$ cat src/rtl/mem_arbiter_pkg.sv
// Shared definitions for the main-RAM arbiter.
// Contents:
//   arb_state_e  access sequencer states (2-bit encoding)
//   OwnCpu/OwnIo owner codes, also used for the last-owner record
package mem_arbiter_pkg;

    typedef enum logic [1:0] {
        StIdle  = 2'd0,
        StIssue = 2'd1,
        StWait  = 2'd2,
        StResp  = 2'd3
    } arb_state_e;

    localparam logic OwnCpu = 1'b0;
    localparam logic OwnIo  = 1'b1;

endpackage

$ cat src/rtl/mem_arbiter_rr_pick2.sv
// Two-way round-robin pick (combinational).
// Ports:
//   req        in   {io,cpu} request lines
//   last_owner in   owner of the most recently completed access
//   pick       out  one-hot {io,cpu} winner, 00 when nobody requests
module mem_arbiter_rr_pick2
    import mem_arbiter_pkg::*;
(
    input  logic [1:0] req,
    input  logic       last_owner,
    output logic [1:0] pick
);

    always_comb begin
        pick = req;
        // On a tie the side that did not go last wins.
        if (req == 2'b11) begin
            pick = (last_owner == OwnCpu) ? 2'b10 : 2'b01;
        end
    end

endmodule

$ cat src/rtl/mem_arbiter.sv
// Arbitrates the single-port main RAM between the CPU and the I/O port.
// Each access runs IDLE -> ISSUE -> WAIT (RAM_LAT cycles) -> RESP -> IDLE.
// Ports:
//   Clock, Reset_n              clock, synchronous active-low reset
//   cpu_req/we/addr/wdata       CPU request, held until cpu_done
//   cpu_done                    one-cycle CPU completion pulse
//   io_req/we/addr/wdata        I/O request, held until io_done
//   io_done                     one-cycle I/O completion pulse
//   rdata                       last read word, shared by both requesters
//   grant                       one-hot owner {io,cpu}, 00 when idle
//   busy                        high whenever not idle
//   ram_addr/ram_wdata          latched RAM address and write data
//   ram_re/ram_we               one-cycle RAM strobes
//   ram_rdata                   RAM read data, valid RAM_LAT cycles after ram_re
module mem_arbiter
    import mem_arbiter_pkg::*;
#(
    parameter int unsigned ADDR_W  = 9,
    parameter int unsigned DATA_W  = 32,
    parameter int unsigned RAM_LAT = 1
) (
    input  logic              Clock,
    input  logic              Reset_n,
    input  logic              cpu_req,
    input  logic              cpu_we,
    input  logic [ADDR_W-1:0] cpu_addr,
    input  logic [DATA_W-1:0] cpu_wdata,
    output logic              cpu_done,
    input  logic              io_req,
    input  logic              io_we,
    input  logic [ADDR_W-1:0] io_addr,
    input  logic [DATA_W-1:0] io_wdata,
    output logic              io_done,
    output logic [DATA_W-1:0] rdata,
    output logic [1:0]        grant,
    output logic              busy,
    output logic [ADDR_W-1:0] ram_addr,
    output logic [DATA_W-1:0] ram_wdata,
    output logic              ram_re,
    output logic              ram_we,
    input  logic [DATA_W-1:0] ram_rdata
);

    localparam logic [2:0] LatCnt = 3'(RAM_LAT);

    arb_state_e        state_q, state_d;
    logic [2:0]        cnt_q, cnt_d;
    logic [1:0]        grant_q, grant_d;
    logic              we_q, we_d;
    logic [ADDR_W-1:0] addr_q, addr_d;
    logic [DATA_W-1:0] wdata_q, wdata_d;
    logic [DATA_W-1:0] rdata_q, rdata_d;
    logic              last_owner_q, last_owner_d;
    logic [1:0]        pick;

    mem_arbiter_rr_pick2 u_pick (
        .req        ({io_req, cpu_req}),
        .last_owner (last_owner_q),
        .pick       (pick)
    );

    always_ff @(posedge Clock) begin
        if (!Reset_n) begin
            state_q      <= StIdle;
            cnt_q        <= '0;
            grant_q      <= '0;
            we_q         <= 1'b0;
            addr_q       <= '0;
            wdata_q      <= '0;
            rdata_q      <= '0;
            last_owner_q <= OwnIo;
        end else begin
            state_q      <= state_d;
            cnt_q        <= cnt_d;
            grant_q      <= grant_d;
            we_q         <= we_d;
            addr_q       <= addr_d;
            wdata_q      <= wdata_d;
            rdata_q      <= rdata_d;
            last_owner_q <= last_owner_d;
        end
    end

    always_comb begin
        state_d      = state_q;
        cnt_d        = cnt_q;
        grant_d      = grant_q;
        we_d         = we_q;
        addr_d       = addr_q;
        wdata_d      = wdata_q;
        rdata_d      = rdata_q;
        last_owner_d = last_owner_q;

        unique case (state_q)
            StIdle: begin
                if (pick != 2'b00) begin
                    grant_d = pick;
                    we_d    = pick[1] ? io_we    : cpu_we;
                    addr_d  = pick[1] ? io_addr  : cpu_addr;
                    wdata_d = pick[1] ? io_wdata : cpu_wdata;
                    state_d = StIssue;
                end
            end
            StIssue: begin
                cnt_d   = LatCnt;
                state_d = StWait;
            end
            StWait: begin
                if (cnt_q <= 3'd1) begin
                    // Writes leave the last read value in place.
                    if (!we_q) begin
                        rdata_d = ram_rdata;
                    end
                    state_d = StResp;
                end else begin
                    cnt_d = cnt_q - 3'd1;
                end
            end
            StResp: begin
                last_owner_d = grant_q[1] ? OwnIo : OwnCpu;
                grant_d      = 2'b00;
                state_d      = StIdle;
            end
        endcase
    end

    assign busy      = (state_q != StIdle);
    assign grant     = grant_q;
    assign ram_addr  = addr_q;
    assign ram_wdata = wdata_q;
    assign ram_re    = (state_q == StIssue) && !we_q;
    assign ram_we    = (state_q == StIssue) && we_q;
    assign cpu_done  = (state_q == StResp) && grant_q[0];
    assign io_done   = (state_q == StResp) && grant_q[1];
    assign rdata     = rdata_q;

endmodule

$ cat config.mk
export PLATFORM = sky130hd
export DESIGN_NAME = mem_arbiter
export DESIGN_NICKNAME = d
export VERILOG_FILES = /design/src/rtl/mem_arbiter_pkg.sv /design/src/rtl/mem_arbiter_rr_pick2.sv /design/src/rtl/mem_arbiter.sv
export SDC_FILE = /design/constraint.sdc
export NUM_CORES = 1
export LEC_CHECK = 0
export CORE_UTILIZATION = 35
export CTS_CLUSTER_DIAMETER = 200
export DETAILED_ROUTE_END_ITERATION = 8
export PLACE_DENSITY = 0.83
export SYNTH_ARGS = -nofsm -noshare
export SYNTH_HDL_FRONTEND = slang
export SYNTH_SLANG_ARGS = --single-unit
export TNS_END_PERCENT = 50
$ cat constraint.sdc
create_clock -name Clock -period 1.8 [get_ports Clock]
set_input_delay 0.36 -clock Clock [delete_from_list [all_inputs] [get_ports Clock]]
set_output_delay 0.36 -clock Clock [all_outputs]
set_load 0.02 [all_outputs]
======== Word-level counts from Yosys, hierarchy flattened ========
Cells that the tools add are included.
cells by class
  add/sub/neg operators ................... 1
  magnitude comparators ................... 1
  equal/unequal tests ..................... 7
  muxes and demuxes ....................... 13
  bitwise gates (word level) .............. 1
  reductions and logical operators ........ 15
operators with widths
  kind                 count
  $mux 32              1
  $mux 2               5
  $mux 9               1
  $pmux 2 s4           1
  $reduce_and 2->1     4
  $reduce_bool 2->1    4
  $eq 2x2->1 const B   3
  $ne 2x2->1 const B   3
  $pmux 3 s2           1
  $logic_and 1x1->1    4
  $pmux 2 s2           1
  $le 3x1->1 const B   1
  $mux 3               1
  $reduce_and 3->1     1
  $sub 3x1->3 const B  1
  $eq 2x1->1 const B   1
  $logic_not 2->1      1
  $mux 1               2
  $logic_not 1->1      1
  $not 1->1            1
storage, ports and cells
  register bits ........................... 82
  input port bits ......................... 120
  output and inout bits ................... 80

======== Logic depth before layout (Yosys ltp) ========
  depth after elaboration ................. 5
  gate-level depth with buffers ........... 7

======== Cells and area by module ========
Synthesis repeated with hierarchy kept, for this count alone.
unflattened totals
  cells, all modules ...................... 391
  area total of the unflattened synthesis .. 3621.0 µm²
modules (own cells, without submodules)
  module                instances  cells an instance  area each (µm²)  seq. area each (µm²)
  mem_arbiter           1          388                3602.2           1641.6
  mem_arbiter_rr_pick2  1          3                  18.8             0.0

======== Worst setup path after synthesis ========
Ideal clock, no wire load.
  path kind ............................... register -> register
  start ................................... reg state_q[0]
  end ..................................... reg rdata_q[10] (netlist: rdata[10])
  library setup time ...................... 132 ps
  arrival ................................. 1346 ps
  required time ........................... 1668 ps
  slack ................................... 322 ps
  stages on the path, launching flop included .. 7
  buffers on the path ..................... 1
  cells stage by stage .................... dfxtp_1 > inv_1 > ha_1 > or3b_4 > buf_6 > o21ai_1 > a21oi_1
on the way
  longest elaborated chain between the ends .. 2
RTL lines
  element                     RTL line           text
  start: declaration          mem_arbiter.sv:46  arb_state_e state_q, state_d;
  start signal: assignment    mem_arbiter.sv:64  state_q <= StIdle;
  start signal: assignment    mem_arbiter.sv:73  state_q <= state_d;
  $eq 2x2->1                  mem_arbiter.sv:94  unique case (state_q)
  $reduce_and 3->1 (no line)  -
  end signal: assignment      mem_arbiter.sv:79  rdata_q <= rdata_d;
  end: declaration            mem_arbiter.sv:52  logic [DATA_W-1:0] rdata_q, rdata_d;
Every way passes these cells.
A chain may end at the register's enable or synchronous reset.

======== Final worst setup path ========
  start ................................... reg state_q[0]
  end ..................................... reg rdata_q[18] (netlist: rdata[18])
The elaborated chain is that of the path after synthesis.

==> results.yml <==
global_routing:
  antenna_found_initial: 0
  grt_max_degree: 56
  grt_pass1_vias: 3549
  grt_pass1_wl_um: 16500
  grt_usage_pct: 20.5
  overflow: 0
floorplanning:
  fp.coreArea_mm2: 0.00977
  fp.dieH_um: 103
  die_x_um: 103
  dieArea_mm2: 0.0105
  rows: 36
  start_util_pct: 36.2
  io_pins: 200
layout:
  seqCellArea_mm2: 0.00164
  fin_nets: 723
  area_growth_pct: 70.6
  antenna_cells: 0
  multi_input_area_mm2: 0.00170
  fillCellCount: 805
  instances_no_fill: 735
  stdcell_area_mm2: 0.00603
  layout-drive-gt1-share_pct: 10.5
synth:
  synth_cell_types: 36
  synth_top_family_by_area: "compound AO/OA/AOI/OAI gates"
  ys_ff_latch: 82
  yosys_warnings: 0
  synth_area_leader_cell: "dfxtp_1"
  synth-edff-count: 0
  synth_ff_type: "dfxtp_1"
  synth_compound_area_share_pct: 24.4
  synth_area_mm2: 0.00354
  synthArstFlopShare_pct: 0
  yosysSeqAreaShare_pct: 46.4
  ys_top_cells_by_count: "82 x dfxtp_1, 78 x a21oi_1, 46 x o21ai_0"
  synth_xor_area_share_pct: 0
  synth_mux_area_share_pct: 12.2
  synthAdderAreaFrac_pct: 2.12
  syn_nets: 517
  synthesis.instances: 391
  syn_area_per_cell_um2: 9.04
  synth.area.top_cells: "dfxtp_1 46%, mux2i_1 12%, a21oi_1 11%"
  yosysMostFrequentCell: "dfxtp_1"
  yosys.area_share.simple_pct: 8.42
  netlist.area_leader.share_pct: 46.4
worst_setup_path:
  slowest_stage: "or3b_2"
  worstPathArrival_ps: 1990
  crit_fanout: 16
  critPathLaunchType: "register"
  max_stage_delay_ps: 660
  cp_top_family: "simple AND/OR/NAND/NOR gates"
  crit_chain: "inv_1, ha_2, or3b_2, o21ai_1, a21oi_1"
  endpoint_kind: "register"
  crit_buf_inv: 1
  critical_path_class: "reg2reg"
  worst-endpoint-required_ps: 2030
power_and_ir_drop:
  p_per_area_mw_per_mm2: 1350
  p_leak_nw: 2.21
  irDropWorstVdd_mv: 0.826
sta:
  tightest_slew_ps: 380
  finClkSkew_ps: 7.46
  hold_ws_ps: 483
  max_freq_mhz: 570
  finalSetupViolCount: 0
  slew_viol_final: 0
  finalCritPeriodShare_pct: 97.5
  slew_headroom_pct: 74.7
  hold_viol: 0
  fin_ws_ps: 45.0
  fin_tns_setup_ps: 0
  fin_crit_ps: 1760
clock_tree:
  clk_pin_slew_ps: 80
  htreeDepth: 3
  clock-sinks: 82
  numCtsBuffers: 9
  clock_path_buffers: 2
  ctsHoldBuffers: 0
  clock_latency_ps: 350
  cts_root_buf: "clkbuf_8"
  cts_tree: "yes"
status:
  status: "complete, no violations"
routing:
  drt_wl_total_um: 11300
  drt_pass1_iterations: 4
  vias: 3714
  vias_per_cell: 5.05
  drcViolationCount: 0
  drt_iter0_markers: 67
  ant_nets: 0
  wl_per_cell_um: 15.4
placed_design:
  dp_cells: 718
  dp_slack_ps: -83.2
  port_buffers: 199
  placed_area_mm2: 0.00581
  routabilityCongestion: 0.716
  dpl.hpwl_um: 8200
worst_hold_path:
  hp-class: "reg2reg"
run:
  cap_violations: 0
-- metrics by stage --
step | util [%] | total power, W
floorplan | - | 0.00479
global placement | 59.4 | 0.00650
detailed placement | 59.4 | 0.00664
CTS | 61.7 | 0.00814
global route | 61.7 | 0.00859
finish | 61.7 | 0.00812
-- power by group --
group	internal (W)	switching, W	total [W]
combinational	0.00183	0.00217	0.00400
sequential	0.00233	0.000294	0.00263
clock	0.000815	0.000672	0.00149
total	0.00498	0.00314	0.00812
-- cell type report --
| class | count | share of cell area [%] |
|---|---|---|
| Timing Repair Buffer | 228 | 37.7 |
| Multi-Input combinational cell | 268 | 28.2 |
| Sequential cell | 82 | 27.3 |
| Tap cell | 133 | 2.76 |
| Clock buffer | 11 | 2.34 |
| Clock inverter | 5 | 1.29 |
| Inverter | 8 | 0.498 |
-- sequential cells by signal, indices dropped and copies added (netlist names) --
signal        count
cnt_q             3
last_owner_q      1
state_q           2
we_q              1
ram_wdata        32
ram_addr          9
rdata            32
grant             2
-- cell usage in the layout, fill, tap and decap left out, types with 2 or more instances in the layout --
| master | count |
|---|---|
| a21oi_1 | 78 |
| inv_1 | 7 |
| nor2b_1 | 3 |
| nand3_1 | 34 |
| clkbuf_8 | 10 |
| bufinv_16 | 2 |
| buf_12 | 6 |
| and2_1 | 3 |
| nand2_1 | 4 |
| ha_2 | 2 |
| o21ai_0 | 46 |
| dfxtp_2 | 2 |
| dfxtp_1 | 80 |
| buf_4 | 23 |
| ha_1 | 4 |
| o21ai_1 | 30 |
| clkdlybuf4s50_1 | 194 |
| nand2b_1 | 2 |
| mux2i_1 | 43 |
| clkinv_2 | 2 |
| buf_2 | 2 |
| clkdlybuf4s15_2 | 2 |
-- timing repair --
action                                  in CTS  in global routing
cloned                                       0                  1
setup buffers                                0                  0
endpoints found under the setup margin       5                  7
resized for setup                           15                  6
-- layer usage --
layer	vias to the layer above	global-route usage [%]	part of all wire, %	wire length, µm
met5	-	0	0	0
met4	0	10.3	2.3	256
met3	20	7.46	9.9	1120
met2	173	35.6	50	5620
met1	1704	21.9	38	4300
li1	1817	-	-	-
-- worst reg2reg max path, delay by kind of cell, from the launching register on --
kind	cells	cell delay (ps)
and+or+nand+nor	1	660
buffers and inverters	1	80
DFF	1	340
adders and majority gates	1	270
AOI/OAI and AO/OA	2	280
-- final timing paths --
check,startpoint,endpoint,slack (ps),cells after the start
setup / recovery,state_q[0]$_SDFFE_PN0P_,rdata[18]$_SDFFE_PN0P_,40,5
hold reg to reg,rdata[0]$_SDFFE_PN0P_,rdata[0]$_SDFFE_PN0P_,480,2
hold / removal,rdata[0]$_SDFFE_PN0P_,rdata[0]$_SDFFE_PN0P_,480,2
setup reg to reg,state_q[0]$_SDFFE_PN0P_,rdata[18]$_SDFFE_PN0P_,40,5
-- kinds of logic after synthesis --
kind of cell,Yosys count
AO/OA/AOI/OAI,164
flip-flops,82
AND/OR/NAND/NOR,54
multiplexers,43
buffers and inverters,42
adder cells (fa/ha/maj),6
Note: power is estimated with default switching activity, not from simulation.
